[src/rtl/csb_seq.sv]
// Command sequencer: collects 5-word commands, fills a KSIZE x KSIZE operand window and
// drives one of N_ENG engines per command. Optional WAIT-cycle counter under CSB_PERF_CNT_EN.
module csb_seq #(
  parameter int              DW    = 16,
  parameter int              KSIZE = 3,
  parameter int              N_ENG = 4,
  parameter logic [N_ENG-1:0] WMASK = 4'b0011
) (
  input  logic                   clk,
  input  logic                   rst_n,
  input  logic                   op_en,
  input  logic [7:0]             cmd_count,
  input  logic [2*DW-1:0]        cmd,
  input  logic                   cmd_fifo_empty,
  output logic                   cmd_fifo_rd_en,
  input  logic [2*DW-1:0]        data,
  input  logic                   data_fifo_empty,
  output logic                   data_fifo_rd_en,
  input  logic [2*DW-1:0]        weight,
  input  logic                   weight_fifo_empty,
  output logic                   weight_fifo_rd_en,
  output logic [KSIZE*KSIZE*DW-1:0] win_data,
  output logic [KSIZE*KSIZE*DW-1:0] win_weight,
  output logic [DW-1:0]          win_bias,
  output logic [7:0]             op_type_o,
  output logic [7:0]             stride_1,
  output logic [15:0]            stride_2,
  output logic [15:0]            ich_size,
  output logic [15:0]            och_size,
  output logic [31:0]            weight_addr,
  output logic [31:0]            data_addr,
  output logic [31:0]            wb_addr,
  output logic [N_ENG-1:0]       eng_start,
  input  logic [N_ENG-1:0]       eng_done,
  output logic                   busy,
  output logic                   irq,
  output logic                   err,
  output logic [31:0]            perf_cycles
);

  localparam int NE = KSIZE * KSIZE;
  localparam int ND = (NE + 1) / 2;
  localparam int NW = ND + 1;
  localparam int CW = $clog2(NW + 1);
  localparam int EW = (NE > 1) ? $clog2(NE) : 1;

  typedef enum logic [2:0] {S_IDLE, S_COLLECT, S_LOAD, S_ISSUE, S_WAIT, S_DONE} state_e;

  state_e               state_q;
  logic [2:0]           widx_q;
  logic [7:0]           op_q, stride1_q;
  logic [15:0]          stride2_q, ich_q, och_q;
  logic [31:0]          waddr_q, daddr_q, wbaddr_q;
  logic [DW-1:0]        wd_q [NE];
  logic [DW-1:0]        ww_q [NE];
  logic [DW-1:0]        bias_q;
  logic [CW-1:0]        dcnt_q, wcnt_q, dcnt_d, wcnt_d;
  logic [7:0]           exec_q, cnt_q, exec_d;
  logic                 busy_q, irq_q, err_q;
  logic [N_ENG-1:0]     start_q;

  logic [N_ENG-1:0]     op_hot;
  logic                 op_ok, wload, done_hit, load_done;
  logic                 cmd_pop, data_pop, wt_pop;
  logic [EW-1:0]        d_lo, d_hi, w_lo, w_hi;
  logic                 d_hi_ok, w_hi_ok;

  always_comb begin
    op_hot = '0;
    for (int k = 0; k < N_ENG; k++) op_hot[k] = (op_q == 8'(k + 1));
  end

  assign op_ok    = |op_hot;
  assign wload    = |(op_hot & WMASK);
  assign done_hit = |(eng_done & op_hot);

  // FIFO pops are combinational so a word is taken in the same cycle it is seen non-empty.
  assign cmd_pop  = rst_n && (state_q == S_COLLECT) && !cmd_fifo_empty;
  assign data_pop = rst_n && (state_q == S_LOAD) && (dcnt_q != CW'(ND)) && !data_fifo_empty;
  assign wt_pop   = rst_n && (state_q == S_LOAD) && wload && (wcnt_q != CW'(NW)) && !weight_fifo_empty;

  assign dcnt_d    = dcnt_q + CW'(data_pop);
  assign wcnt_d    = wcnt_q + CW'(wt_pop);
  assign load_done = (dcnt_d == CW'(ND)) && (!wload || (wcnt_d == CW'(NW)));
  assign exec_d    = exec_q + 8'd1;

  assign d_lo    = EW'(2 * int'(dcnt_q));
  assign d_hi    = EW'(2 * int'(dcnt_q) + 1);
  assign d_hi_ok = (2 * int'(dcnt_q) + 1) < NE;
  assign w_lo    = EW'(2 * int'(wcnt_q));
  assign w_hi    = EW'(2 * int'(wcnt_q) + 1);
  assign w_hi_ok = (2 * int'(wcnt_q) + 1) < NE;

  always_ff @(posedge clk) begin
    if (!rst_n) begin
      state_q   <= S_IDLE;
      widx_q    <= '0;
      op_q      <= '0;
      stride1_q <= '0;
      stride2_q <= '0;
      ich_q     <= '0;
      och_q     <= '0;
      waddr_q   <= '0;
      daddr_q   <= '0;
      wbaddr_q  <= '0;
      for (int i = 0; i < NE; i++) begin
        wd_q[i] <= '0;
        ww_q[i] <= '0;
      end
      bias_q    <= '0;
      dcnt_q    <= '0;
      wcnt_q    <= '0;
      exec_q    <= '0;
      cnt_q     <= '0;
      busy_q    <= 1'b0;
      irq_q     <= 1'b0;
      err_q     <= 1'b0;
      start_q   <= '0;
    end else begin
      start_q <= '0;
      unique case (state_q)
        S_IDLE: begin
          if (op_en) begin
            exec_q <= '0;
            err_q  <= 1'b0;
            cnt_q  <= cmd_count;
            widx_q <= '0;
            if (cmd_count == 8'd0) begin
              state_q <= S_DONE;
              irq_q   <= 1'b1;
            end else begin
              state_q <= S_COLLECT;
              busy_q  <= 1'b1;
            end
          end
        end
        S_COLLECT: begin
          if (cmd_pop) begin
            unique case (widx_q)
              3'd0: begin
                op_q      <= cmd[7:0];
                stride1_q <= cmd[15:8];
                stride2_q <= cmd[31:16];
              end
              3'd1: begin
                ich_q <= cmd[15:0];
                och_q <= cmd[31:16];
              end
              3'd2:    waddr_q  <= cmd;
              3'd3:    daddr_q  <= cmd;
              default: wbaddr_q <= cmd;
            endcase
            widx_q <= widx_q + 3'd1;
            if (widx_q == 3'd4) begin
              widx_q <= '0;
              if (op_ok) begin
                state_q <= S_LOAD;
                dcnt_q  <= '0;
                wcnt_q  <= '0;
              end else begin
                // NOP or unknown op: retire immediately without touching the operand FIFOs.
                if (op_q != 8'd0) err_q <= 1'b1;
                exec_q <= exec_d;
                if (exec_d == cnt_q) begin
                  state_q <= S_DONE;
                  busy_q  <= 1'b0;
                  irq_q   <= 1'b1;
                end
              end
            end
          end
        end
        S_LOAD: begin
          if (data_pop) begin
            wd_q[d_lo] <= data[DW-1:0];
            if (d_hi_ok) wd_q[d_hi] <= data[2*DW-1:DW];
          end
          if (wt_pop) begin
            if (wcnt_q == CW'(ND)) begin
              bias_q <= weight[DW-1:0];
            end else begin
              ww_q[w_lo] <= weight[DW-1:0];
              if (w_hi_ok) ww_q[w_hi] <= weight[2*DW-1:DW];
            end
          end
          dcnt_q <= dcnt_d;
          wcnt_q <= wcnt_d;
          if (load_done) begin
            state_q <= S_ISSUE;
            start_q <= op_hot;
          end
        end
        S_ISSUE: state_q <= S_WAIT;
        S_WAIT: begin
          if (done_hit) begin
            exec_q <= exec_d;
            if (exec_d == cnt_q) begin
              state_q <= S_DONE;
              busy_q  <= 1'b0;
              irq_q   <= 1'b1;
            end else begin
              state_q <= S_COLLECT;
            end
          end
        end
        S_DONE: begin
          if (!op_en) begin
            state_q <= S_IDLE;
            irq_q   <= 1'b0;
          end
        end
        default: state_q <= S_IDLE;
      endcase
    end
  end

`ifdef CSB_PERF_CNT_EN
  logic [31:0] perf_q;

  always_ff @(posedge clk) begin
    if (!rst_n) begin
      perf_q <= '0;
    end else if (state_q == S_IDLE && op_en) begin
      perf_q <= '0;
    end else if (state_q == S_WAIT && perf_q != 32'hFFFF_FFFF) begin
      perf_q <= perf_q + 32'd1;
    end
  end

  assign perf_cycles = perf_q;
`else
  assign perf_cycles = '0;
`endif

  for (genvar i = 0; i < NE; i++) begin : g_win
    assign win_data[i*DW +: DW]   = wd_q[i];
    assign win_weight[i*DW +: DW] = ww_q[i];
  end

  assign cmd_fifo_rd_en    = cmd_pop;
  assign data_fifo_rd_en   = data_pop;
  assign weight_fifo_rd_en = wt_pop;
  assign win_bias    = bias_q;
  assign op_type_o   = op_q;
  assign stride_1    = stride1_q;
  assign stride_2    = stride2_q;
  assign ich_size    = ich_q;
  assign och_size    = och_q;
  assign weight_addr = waddr_q;
  assign data_addr   = daddr_q;
  assign wb_addr     = wbaddr_q;
  assign eng_start   = start_q;
  assign busy        = busy_q;
  assign irq         = irq_q;
  assign err         = err_q;

endmodule
[config.mk]
export PLATFORM = sky130hd
export DESIGN_NAME = csb_seq
export DESIGN_NICKNAME = d
export VERILOG_FILES = /design/src/rtl/csb_seq.sv
export SDC_FILE = /design/constraint.sdc
export NUM_CORES = 1
export LEC_CHECK = 0
export BUFFER_PORTS_ARGS = -buffer_cell sky130_fd_sc_hd__buf_2
export CAP_MARGIN = 20
export CORE_AREA = 2 2 243 245
export DETAILED_ROUTE_END_ITERATION = 10
export DIE_AREA = 0 0 245 247
export GPL_ROUTABILITY_DRIVEN = 0
export HOLD_SLACK_MARGIN = 0.03
export PLACE_DENSITY = 0.59
export SYNTH_ARGS = -nofsm -noshare
export SYNTH_HDL_FRONTEND = slang
export SYNTH_SLANG_ARGS = --single-unit
[constraint.sdc]
create_clock -name clk -period 4 [get_ports clk]
set_input_delay 0.8 -clock clk [delete_from_list [all_inputs] [get_ports clk]]
set_output_delay 0.8 -clock clk [all_outputs]
set_load 0.03 [all_outputs]
; ---- Word level (Yosys, flattened, before mapping)
; Memories as Yosys holds them, arrays and structs flattened.
; Cells that the tools add are included.
; Widths: inputs -> output; s select.
[word_totals]
regBits = 211
n_memories = 2
wordCells = 189
output_inout_bits = 506
ram_bits = 288
inputBits = 114
[mem_list]
columns = memory, depth, word_bits, rd, rd_ports_with_merged_regs, wr, line_no
row1 = wd_q, 9, 16, 9, 0, 9, 54  ; logic [DW-1:0] wd_q [NE];
row2 = ww_q, 9, 16, 9, 0, 9, 55  ; logic [DW-1:0] ww_q [NE];
[op_classes]
n_bitwise = 2
n_reduce_logical = 45
order_cmp = 2
mux = 82
n_addsub = 6
n_eq_ne = 31
[op_table]
columns = cell, n
row1 = $mux 16, 4
row2 = $reduce_or 16->1, 4
row3 = $mux 3, 16
row4 = $mux 1, 45
row5 = $mux 8, 5
row6 = $pmux 8 s3, 1
row7 = $reduce_and 3->1, 8
row8 = $eq 3x3->1 const B, 6
row9 = $ne 2x2->1 const B, 9
row10 = $pmux 3 s2, 3
row11 = $pmux 3 s6, 1
row12 = $eq 8x2->1 const B, 2
row13 = $mux 4, 4
row14 = $reduce_and 7->1, 2
row15 = $eq 3x2->1 const B, 4
row16 = $reduce_and 6->1, 2
row17 = $reduce_or 4->1, 3
row18 = $add 4x1->5 const B, 2
row19 = $lt 5x4->1 const B, 2
row20 = $logic_and 1x1->1, 9
row21 = $add 8x1->8 const B, 1
row22 = $eq 8x1->1 const B, 1
row23 = $eq 8x3->1 const B, 1
row24 = $eq 8x8->1, 1
row25 = 23 further kinds, 32

; ---- Longest topological paths before layout
[depth]
word_depth = 11
depth_mapped = 12
ltp_nobuf = 11

; ---- Worst setup path before layout
; Ideal clock, no wire load.
[synth_path]
kind = input -> register
start = input port weight_fifo_empty
end = register state_q[2]
n_path_buf = 0
t_required_ns = 3.926
setup_slack_ns = 0.389
arrival_time_ns = 3.537
setup_ns = 0.074
cell_stages = 11
cell_sequence = nor2_1 -> o21ai_0 -> nor4_2 -> ha_1 -> ha_1 -> xor2_1 -> a31oi_1 -> a311o_1 -> a211oi_1 -> a21bo_2 -> a31oi_1
[synth_between]
elab_chain_len = 8
[synth_rtl]
columns = item, line_no
row1 = start: declaration, 20  ; input logic weight_fifo_empty,
row2 = $logic_not 1->1, 80  ; assign wt_pop = rst_n && (state_q == S_LOAD) && wload && (wcnt_q != CW'(NW)) && !weight_fifo_empty;
row3 = $logic_and 1x1->1, 80
row4 = via weight_fifo_rd_en, 21  ; output logic weight_fifo_rd_en,
row5 = $add 3x1->3, 83  ; assign wcnt_d = wcnt_q + CW'(wt_pop);
row6 = $eq 3x3->1, 84  ; assign load_done = (dcnt_d == CW'(ND)) && (!wload || (wcnt_d == CW'(NW)));
row7 = $logic_or 1x1->1, 84
row8 = $logic_and 1x1->1, 84
row9 = $ne 2x2->1 (no line), --
row10 = $reduce_and 7->1 (no line), --
row11 = end signal: assignment, 96  ; state_q <= S_IDLE;
row12 = end signal: assignment, 129  ; state_q <= S_DONE;
row13 = end signal: assignment, 132  ; state_q <= S_COLLECT;
row14 = end: declaration, 49  ; state_e state_q;
; The timed path passes the listed nets, and every way through them passes these cells.
; A chain may end at the register's enable or synchronous reset.

; ---- Worst setup path after layout
[layout_path]
start = register state_q[1]
end = register state_q[2]
[layout_between]
elab_chain_len = 11
elab_cells_between_ends = 29
classes_between = add/sub: 2 / eq/ne: 14 / mux: 1 / reduce/logical: 12
[layout_rtl]
columns = item, line_no
row1 = $eq 3x2->1, "79, 80, 121"
row2 = $logic_and 1x1->1, "79, 80"
row3 = $logic_and 1x1->1 (3 in series), 80
row4 = $add 3x1->3, 83
row5 = $eq 3x3->1, 84
row6 = $logic_or 1x1->1, 84
row7 = $logic_and 1x1->1, 84
row8 = $ne 2x2->1 (no line), --
row9 = $reduce_and 7->1 (no line), --
; Several ways; a longest one is shown, not always the timed one.

==> results.py <==
metrics = {
    "outcome": {
        "outcome": "completed",
    },
    "global_route": {
        "grt_pass1_wl_um": 93300,
        "grt_pass1_vias": 14543,
        "grt_overflow_total": 0,
        "grt_max_degree": 204,
        "antenna_found_initial": 4,
        "grt_use_total_pct": 20.3,
    },
    "floorplanning": {
        "dieArea_um2": 60500,
        "core.rowCount": 89,
        "ios": 620,
        "initial_core_util_pct": 33.2,
        "die_h_um": 247,
        "fp.dieW_um": 245,
        "core_area_um2": 58200,
    },
    "synth": {
        "dominantRegCellSynth": "edfxtp_1",
        "synth_area_per_cell_um2": 11.0,
        "synth_top_family_by_area": "simple AND/OR/NAND/NOR gates",
        "synth_adder_area_share_pct": 0.646,
        "syn_inst": 1752,
        "synth-edff-count": 288,
        "yosys_warnings": 0,
        "synth_top_cell_by_area": "edfxtp_1",
        "synth_top_area_share_pct": 44.7,
        "synthArstFlopShare_pct": 0,
        "synth-simple-area-share_pct": 20.7,
        "synth_seq_cells": 499,
        "yosys.area_share.xor_xnor_pct": 0.498,
        "ys_seq_area_share_pct": 66.5,
        "yosysUniqueCellTypes": 62,
        "netlist_area_um2": 19400,
        "ys_top_cells_by_area": "edfxtp_1 (45%), dfxtp_1 (22%), nand2_1 (7.8%)",
        "muxShareOfSynthArea_pct": 0.155,
        "synth_compound_area_share_pct": 7.36,
    },
    "finish": {
        "area_delta_synth_final_pct": 28.4,
        "drive_gt1_share_pct": 31.0,
        "nets": 2439,
        "layoutNonFillerInstCount": 3133,
    },
    "detailed_routing": {
        "via_per_inst": 4.84,
        "remaining_drc_errors": 0,
        "dr.pass1.iters": 6,
        "drt.antenna.violating_nets": 0,
        "routedWlPerCell_um": 20.5,
        "first_iter_violations": 742,
        "routed_wl_um": 64300,
        "vias": 15160,
    },
    "place": {
        "dp_hpwl_um": 46100,
        "portBuffers": 587,
        "dp.cells": 3032,
    },
    "clocking": {
        "clock_latency_ns": 0.59,
        "cts.repair.resized": 0,
        "cts.htree.levels": 2,
        "cts_tree": "built",
        "cts_setup_buffers": 0,
        "clock_path_buffers": 3,
        "clk_pin_slew_worst_paths_ns": 0.07,
        "cts.sinks": 499,
        "holdBufCountCts": 0,
        "cts_buffers": 54,
        "cts_root_buf": "clkbuf_16",
    },
    "sta": {
        "finClkSkew_ns": 0.0184,
        "fin_crit_ns": 3.52,
        "finalSetupTns_ns": 0,
        "rsz0062_at_grt": "no",
        "maxSlewHeadroom_pct": 25.1,
        "finalSetupViolations": 0,
        "worst_slew_pin_slew_ns": 1.12,
        "period_share_pct": 88.0,
        "final-hold-violation-count": 0,
        "clock.fmax_mhz": 284,
        "maxSlewViolCount": 0,
    },
    "setup_path": {
        "cp-end-kind": "flip-flop",
        "crit_required_ns": 4.50,
        "critPathLaunchType": "flip-flop",
        "arrival_ns": 4.03,
        "crit_fanout": 9,
        "crit_type": "flip-flop to flip-flop",
    },
    "power_and_ir_drop": {
        "power_mw": 11.8,
        "powerDensity_nw_per_um2": 476,
        "clkPwrFrac_pct": 44.0,
        "p_sw_share_pct": 24.6,
        "p_seq_share_pct": 47.6,
        "power.leakage_nw": 10.9,
        "combPwrFrac_pct": 8.4,
        "p_int_mw": 8.92,
        "ir_drop_uv": 302,
        "power.switching_mw": 2.91,
    },
    "hold_path": {
        "hold_class": "flip-flop to flip-flop",
    },
    "flow_run": {
        "maxCapViolCount": 0,
    },
}
==> cell usage after synthesis (6+ instances only) <==
cell      count
nand2_1     403
o21ai_0      10
xor2_1        6
clkbuf_1     94
edfxtp_1    288
nand2b_1     14
a21oi_1     200
a22oi_1       6
and3_1      155
ha_1         10
nor3_1       12
nor2_1       27
buf_4        34
nand3_1      14
inv_1        13
dfxtp_1     211
and2_1      146
buf_2        20
or3_1         9
==> metrics by stage <==
step	utilization (%)	hold slack, ns	instance area (um^2)	setup WS (ns)
2_1_floorplan	-	0.448	19500	0.389
3_3_place_gp	39.5	0.436	23000	0.585
3_5_place_dp	39.5	0.441	23000	0.544
4_1_cts	42.7	0.413	24800	0.502
5_1_grt	42.7	0.442	24800	0.180
6_report	42.7	0.447	24800	0.479
==> metal layers <==
| layer | routed length (um) | GRT usage [%] |
|---|---|---|
| met1 | 26100 | 25.6 |
| met2 | 31300 | 34.6 |
| met3 | 5550 | 5.27 |
| met4 | 1380 | 5.20 |
| met5 | 13 | 0 |
==> logic make-up after synthesis <==
group	count (synthesis)
AO/OA/AOI/OAI	254
XOR/XNOR	11
adder cells (fa/ha/maj)	10
buffers and inverters	166
flip-flops	499
multiplexers	3
other	1
AND/OR/NAND/NOR	808
==> area by class of cell <==
type | instances | area (um^2)
antenna | 1 | 2.50
clock buffer | 74 | 1560
clock inverter | 26 | 300
fill | 5542 | 33400
inverter | 15 | 61.3
multi-input combinational | 1118 | 5830
sequential | 499 | 12900
tap | 773 | 967
timing repair buffer | 627 | 3250
==> power by group through the flow <==
| stage | clock network, mW | registers, mW | logic, mW |
|---|---|---|---|
| CTS | 5.33 | 5.63 | 1.01 |
| global route | 5.54 | 5.64 | 1.06 |
| floorplan | 0 | 6.01 | 0.340 |
| detailed placement | 0 | 5.74 | 1.01 |
| finish | 5.20 | 5.63 | 0.998 |
| global placement | 0 | 5.73 | 0.999 |
==> cells in the final DEF, fill, tap and decap left out, types with 9 or more instances in the layout <==
cell and n:
nand2_1 403, a21oi_1 200, clkbuf_1 10, or3_1 9, inv_1 13, ha_1 10, nor3_1 11, and3_1 155
edfxtp_1 288, nand2b_1 14, buf_2 587, nand3_1 14, nor2_1 25, buf_4 39, dfxtp_1 211, and2_1 147
clkbuf_16 57, conb_1 32, clkinv_2 9
==> sequential cells by signal, indices dropped and copies added (netlist names) <==
signal       flops
stride_2        16
state_q          3
exec_q           8
och_size        16
data_addr       32
win_bias        16
wcnt_q           3
eng_start        4
err              1
wb_addr         32
dcnt_q           3
stride_1         8
busy             1
ich_size        16
irq              1
weight_addr     32
cnt_q            8
widx_q           3
wd_q           144
op_type_o        8
ww_q           144
==> path summary, 6_finish.rpt <==
path | endpoint | from | cells past startpoint | slack (ns)
hold reg to reg | wb_addr[25] | wb_addr[25] | 2 | 0.45
setup reg to reg | state_q[2] | state_q[1] | 11 | 0.48
setup / recovery | state_q[2] | state_q[1] | 11 | 0.48
hold / removal | wb_addr[25] | wb_addr[25] | 2 | 0.45
==> worst max-delay path, cell delays in order, from the launching register on <==
cell	delay (ns)
dfxtp_1	0.53
nor3b_4	0.44
nand2_2	0.21
nor4_2	0.33
ha_1	0.21
ha_1	0.20
xor2_1	0.16
a31oi_1	0.13
a311o_1	0.37
a211oi_1	0.41
a21bo_2	0.27
a31oi_1	0.16
Power figures use the tool's default switching activity.
